$ cat config.mk
export PLATFORM = sky130hd
export DESIGN_NAME = debounce_sync
export DESIGN_NICKNAME = d
export VERILOG_FILES = /design/src/rtl/debounce_sync_pkg.sv /design/src/rtl/sync_2ff.sv /design/src/rtl/debounce_sync.sv
export SDC_FILE = /design/constraint.sdc
export NUM_CORES = 1
export LEC_CHECK = 0
export CORE_MARGIN = 1.5
export CORE_UTILIZATION = 30
export DETAILED_ROUTE_END_ITERATION = 10
export PLACE_DENSITY_LB_ADDON = 0.1
export SYNTH_ARGS = -nofsm -noshare
export SYNTH_HDL_FRONTEND = slang
export SYNTH_HIERARCHICAL = 1
export SYNTH_SLANG_ARGS = --single-unit
export TNS_END_PERCENT = 30
$ cat constraint.sdc
create_clock -name clk -period 2.7 [get_ports clk]
set_input_delay 0.405 -clock clk [delete_from_list [all_inputs] [get_ports clk]]
set_output_delay 0.405 -clock clk [all_outputs]
set_load 0.02 [all_outputs]
$ cat src/rtl/debounce_sync_pkg.sv
// Shared definitions for the debouncer family: FSM state encoding reused by
// every debouncer in the codebase.
package debounce_sync_pkg;

    typedef enum logic [1:0] {
        IDLE_LO = 2'd0,
        WAIT_HI = 2'd1,
        IDLE_HI = 2'd2,
        WAIT_LO = 2'd3
    } db_state_t;

endpackage

$ cat src/rtl/sync_2ff.sv
// Generic two-flop synchroniser for asynchronous inputs; output is the second
// stage, so downstream logic never sees the potentially metastable first flop.
module sync_2ff #(
    parameter int WIDTH = 1
) (
    input  logic             clk,
    input  logic             rst_n,
    input  logic [WIDTH-1:0] d,
    output logic [WIDTH-1:0] q
);

    logic [WIDTH-1:0] meta;

    // NOTE: non-blocking assignments keep this a true two-stage shift; blocking
    // here would collapse meta and q into a single flop.
    always_ff @(posedge clk or negedge rst_n) begin
        if (!rst_n) begin
            meta <= '0;
            q    <= '0;
        end else begin
            meta <= d;
            q    <= meta;
        end
    end

endmodule

$ cat src/rtl/debounce_sync.sv
// Debounce-and-synchronise front end: a new level must be seen for
// STABLE_CYCLES consecutive synchronised samples before db_out follows.
module debounce_sync
    import debounce_sync_pkg::*;
#(
    parameter int STABLE_CYCLES = 16
) (
    input  logic clk,
    input  logic rst_n,
    input  logic din_raw,
    output logic db_out,
    output logic rise,
    output logic fall,
    output logic busy
);

    localparam int                CNT_W    = $clog2(STABLE_CYCLES);
    localparam logic [CNT_W-1:0] CNT_ONE  = CNT_W'(1);
    localparam logic [CNT_W-1:0] CNT_LAST = CNT_W'(STABLE_CYCLES - 1);

    logic             s2;
    logic [CNT_W-1:0] cnt;
    db_state_t        state;

    sync_2ff #(.WIDTH(1)) u_sync (
        .clk   (clk),
        .rst_n (rst_n),
        .d     (din_raw),
        .q     (s2)
    );

    // busy is registered alongside the state so it never glitches combinationally.
    always_ff @(posedge clk or negedge rst_n) begin
        if (!rst_n) begin
            state  <= IDLE_LO;
            cnt    <= '0;
            db_out <= 1'b0;
            rise   <= 1'b0;
            fall   <= 1'b0;
            busy   <= 1'b0;
        end else begin
            // NOTE: pulses default low every cycle, so each is exactly one cycle wide.
            rise <= 1'b0;
            fall <= 1'b0;
            case (state)
                IDLE_LO: begin
                    if (s2) begin
                        state <= WAIT_HI;
                        cnt   <= CNT_ONE;
                        busy  <= 1'b1;
                    end
                end
                WAIT_HI: begin
                    if (!s2) begin
                        state <= IDLE_LO;
                        cnt   <= '0;
                        busy  <= 1'b0;
                    end else if (cnt == CNT_LAST) begin
                        state  <= IDLE_HI;
                        cnt    <= '0;
                        busy   <= 1'b0;
                        db_out <= 1'b1;
                        rise   <= 1'b1;
                    end else begin
                        cnt <= cnt + CNT_ONE;
                    end
                end
                IDLE_HI: begin
                    if (!s2) begin
                        state <= WAIT_LO;
                        cnt   <= CNT_ONE;
                        busy  <= 1'b1;
                    end
                end
                WAIT_LO: begin
                    if (s2) begin
                        state <= IDLE_HI;
                        cnt   <= '0;
                        busy  <= 1'b0;
                    end else if (cnt == CNT_LAST) begin
                        state  <= IDLE_LO;
                        cnt    <= '0;
                        busy   <= 1'b0;
                        db_out <= 1'b0;
                        fall   <= 1'b1;
                    end else begin
                        cnt <= cnt + CNT_ONE;
                    end
                end
                default: begin
                    state <= IDLE_LO;
                    cnt   <= '0;
                    busy  <= 1'b0;
                end
            endcase
        end
    end

endmodule
==> flow_summary.json <==
{
  "fmax_mhz": 595,
  "end_kind": "primary output",
  "grt_use_total": 0.110,
  "pre_cts_ws_ps": 1320,
  "maxSlewViolCount": 0,
  "die_x_um": 45.0,
  "grt_max_degree": 13,
  "tightest_slew_ps": 531,
  "grt_pass1_wl_um": 1550,
  "placed_cell_area_sq_um": 603,
  "grt-ovfl-total": 0,
  "min_period_ps": 1680,
  "setup_slack_ps": 1020,
  "cts_hold_buf": 0,
  "clock_skew_ps": 3.25,
  "fill_cells": 160,
  "power.leakage_nw": 0.284,
  "critical_path_class": "register to primary output",
  "synth_top_area_share": 0.569,
  "hold_path.class": "register to register",
  "r2r_slack_ps": 1400,
  "wl_per_cell_um": 11.6,
  "dpl.hpwl_um": 610,
  "layout_commonest_cell": "dfrtp_1",
  "synth_fp_nets": 51,
  "synthDistinctLibCells": 22,
  "dp.cells": 68,
  "status": "finished clean",
  "die-height_um": 45.0,
  "rsz0062_at_grt": "no",
  "critPathTopFamily": "buffers and inverters",
  "rows": 14,
  "htreeDepth": 1,
  "path_max_fanout": 3,
  "layout-drive-gt1-share": 0.161,
  "numCtsBuffers": 3,
  "power_density_mw_per_mm2": 582,
  "fp.dieArea_sq_mm": 0.00202,
  "cts-root-buf": "clkbuf_4",
  "period_share": 0.622,
  "power_mw": 0.372,
  "avgSynthCellArea_sq_um": 11.2,
  "final_nets": 61,
  "fin_hold_ws_ps": 353,
  "cts_tree": "done",
  "stdcell_count": 72,
  "synthToLayoutAreaGrowth_pct": 21.1,
  "design_area_sq_um": 639,
  "max-cap-violations": 0,
  "clkSlewWorstSetupHoldPaths_ps": 70,
  "cpPeakStageDelay_ps": 620,
  "setup_viol": 0,
  "clk-insertion-delay-late_ps": 270,
  "ios": 7,
  "cp_data_required_time_ps": 2300,
  "ys_warn_count": 6,
  "synth_top_area_cell": "dfrtp_1",
  "port_buffers": 6,
  "synth_cells": 47,
  "synth.top_cells.by_area": "dfrtp_1 (57%), nand2_1 (5.7%), xor2_2 (3.1%)",
  "synth-seq-cells": 12,
  "viasPerCell": 5.01,
  "cts_sinks": 12,
  "n_antenna_cell": 0,
  "start_kind": "register",
  "synthesis.area_sq_um": 528,
  "final_cell_mix": "dfrtp_1 (12), nand2_1 (8), clkdlybuf4s50_1 (6)",
  "max-vdd-ir-drop_v": 0.000322,
  "gp_congestion": 0.753,
  "final_util": 0.406,
  "worstPathArrival_ps": 1280,
  "slew_headroom": 0.645,
  "vias": 361,
  "seq_area_frac_synth": 0.569,
  "path_cells": "clkdlybuf4s50_1",
  "start_util": 0.335,
  "hold_viol": 0,
  "drcViolationCount": 0,
  "cts_buffer_depth": 2,
  "drtIter0Drc": 2,
  "setup_tns_ps": 0,
  "ant_nets": 0,
  "cts_resized": 0,
  "first_pass_iters": 2,
  "post-cts-setup-buffer-count": 0,
  "grt_antenna_before_repair": 0,
  "core-area_sq_mm": 0.00158,
  "grt_pass1_vias": 335,
  "cp_num_buf_inv": 1,
  "drt-total-wl_um": 837,
  "crit_slowest_cell": "clkdlybuf4s50_1"
}
## final timing paths
path	startpoint	end	cells after the start
min	u_sync/meta$_DFF_PN0_	u_sync/q$_DFF_PN0_	0
max	busy$_DFFE_PN0P_	busy	1
max in group asynchronous	rst_n	rise$_DFF_PN0_	1
max reg2reg	cnt[0]$_DFFE_PN0P_	db_out$_DFFE_PN0P_	4
min in group asynchronous	rst_n	cnt[0]$_DFFE_PN0P_	1
min reg2reg	u_sync/meta$_DFF_PN0_	u_sync/q$_DFF_PN0_	0
## worst reg2reg max path, cell delays in order, from the launching register on
cell and delay [ps]:
dfrtp_1 420, ha_1 280, and4_1 260, a21oi_1 150, a21oi_1 50
## cell type report
cell class | count | area [sq um] | area share
Timing Repair Buffer | 6 | 60.1 | 0.0939
Multi-Input combinational cell | 34 | 223 | 0.348
Clock buffer | 4 | 36.3 | 0.0568
Sequential cell | 12 | 300 | 0.470
Tap cell | 16 | 20.0 | 0.0313
## cells in the mapped netlist
cell and number:
nor2b_1 2, and4_1 1, nor2_2 1, o21ai_1 2, nand2_1 8, xnor2_1 1
xor2_1 1, and4b_1 1, buf_2 1, nor3b_1 1, a211oi_1 1, nand3_1 2
nand4_1 1, ha_1 1, nor2_1 3, dfrtp_1 12, xor2_2 1, o22ai_2 1
o21ai_0 1, a31o_2 1, o2bb2ai_2 1, a21oi_1 3
## per-layer routing
metal  up-vias  part of all wire  track usage
met5         -                 0            0
met4         0                 0       0.0353
met3         0             0.053       0.0640
met2         8              0.45        0.146
met1       168              0.50        0.149
li1        185                 -            -
## kinds of logic after synthesis
group | count (synthesis) | synth area share
buf+inv | 1 | 0.00947
simple gates | 20 | 0.194
xor+xnor | 3 | 0.0640
fa+ha+maj | 1 | 0.0237
compound gates | 10 | 0.140
flops | 12 | 0.569
## where the power goes
group	internal (mW)	switching, mW
sequential	0.189	0.0121
clock	0.0819	0.0558
combinational	0.0167	0.0174
total	0.287	0.0853
## registers in the layout, indices dropped and copies added (netlist names), named ones only
| register | cells |
|---|---|
| db_out | 1 |
| rise | 1 |
| u_sync/meta | 1 |
| cnt | 4 |
| u_sync/q | 1 |
| fall | 1 |
| busy | 1 |
| state | 1 |
Power figures use the tool's default switching activity.
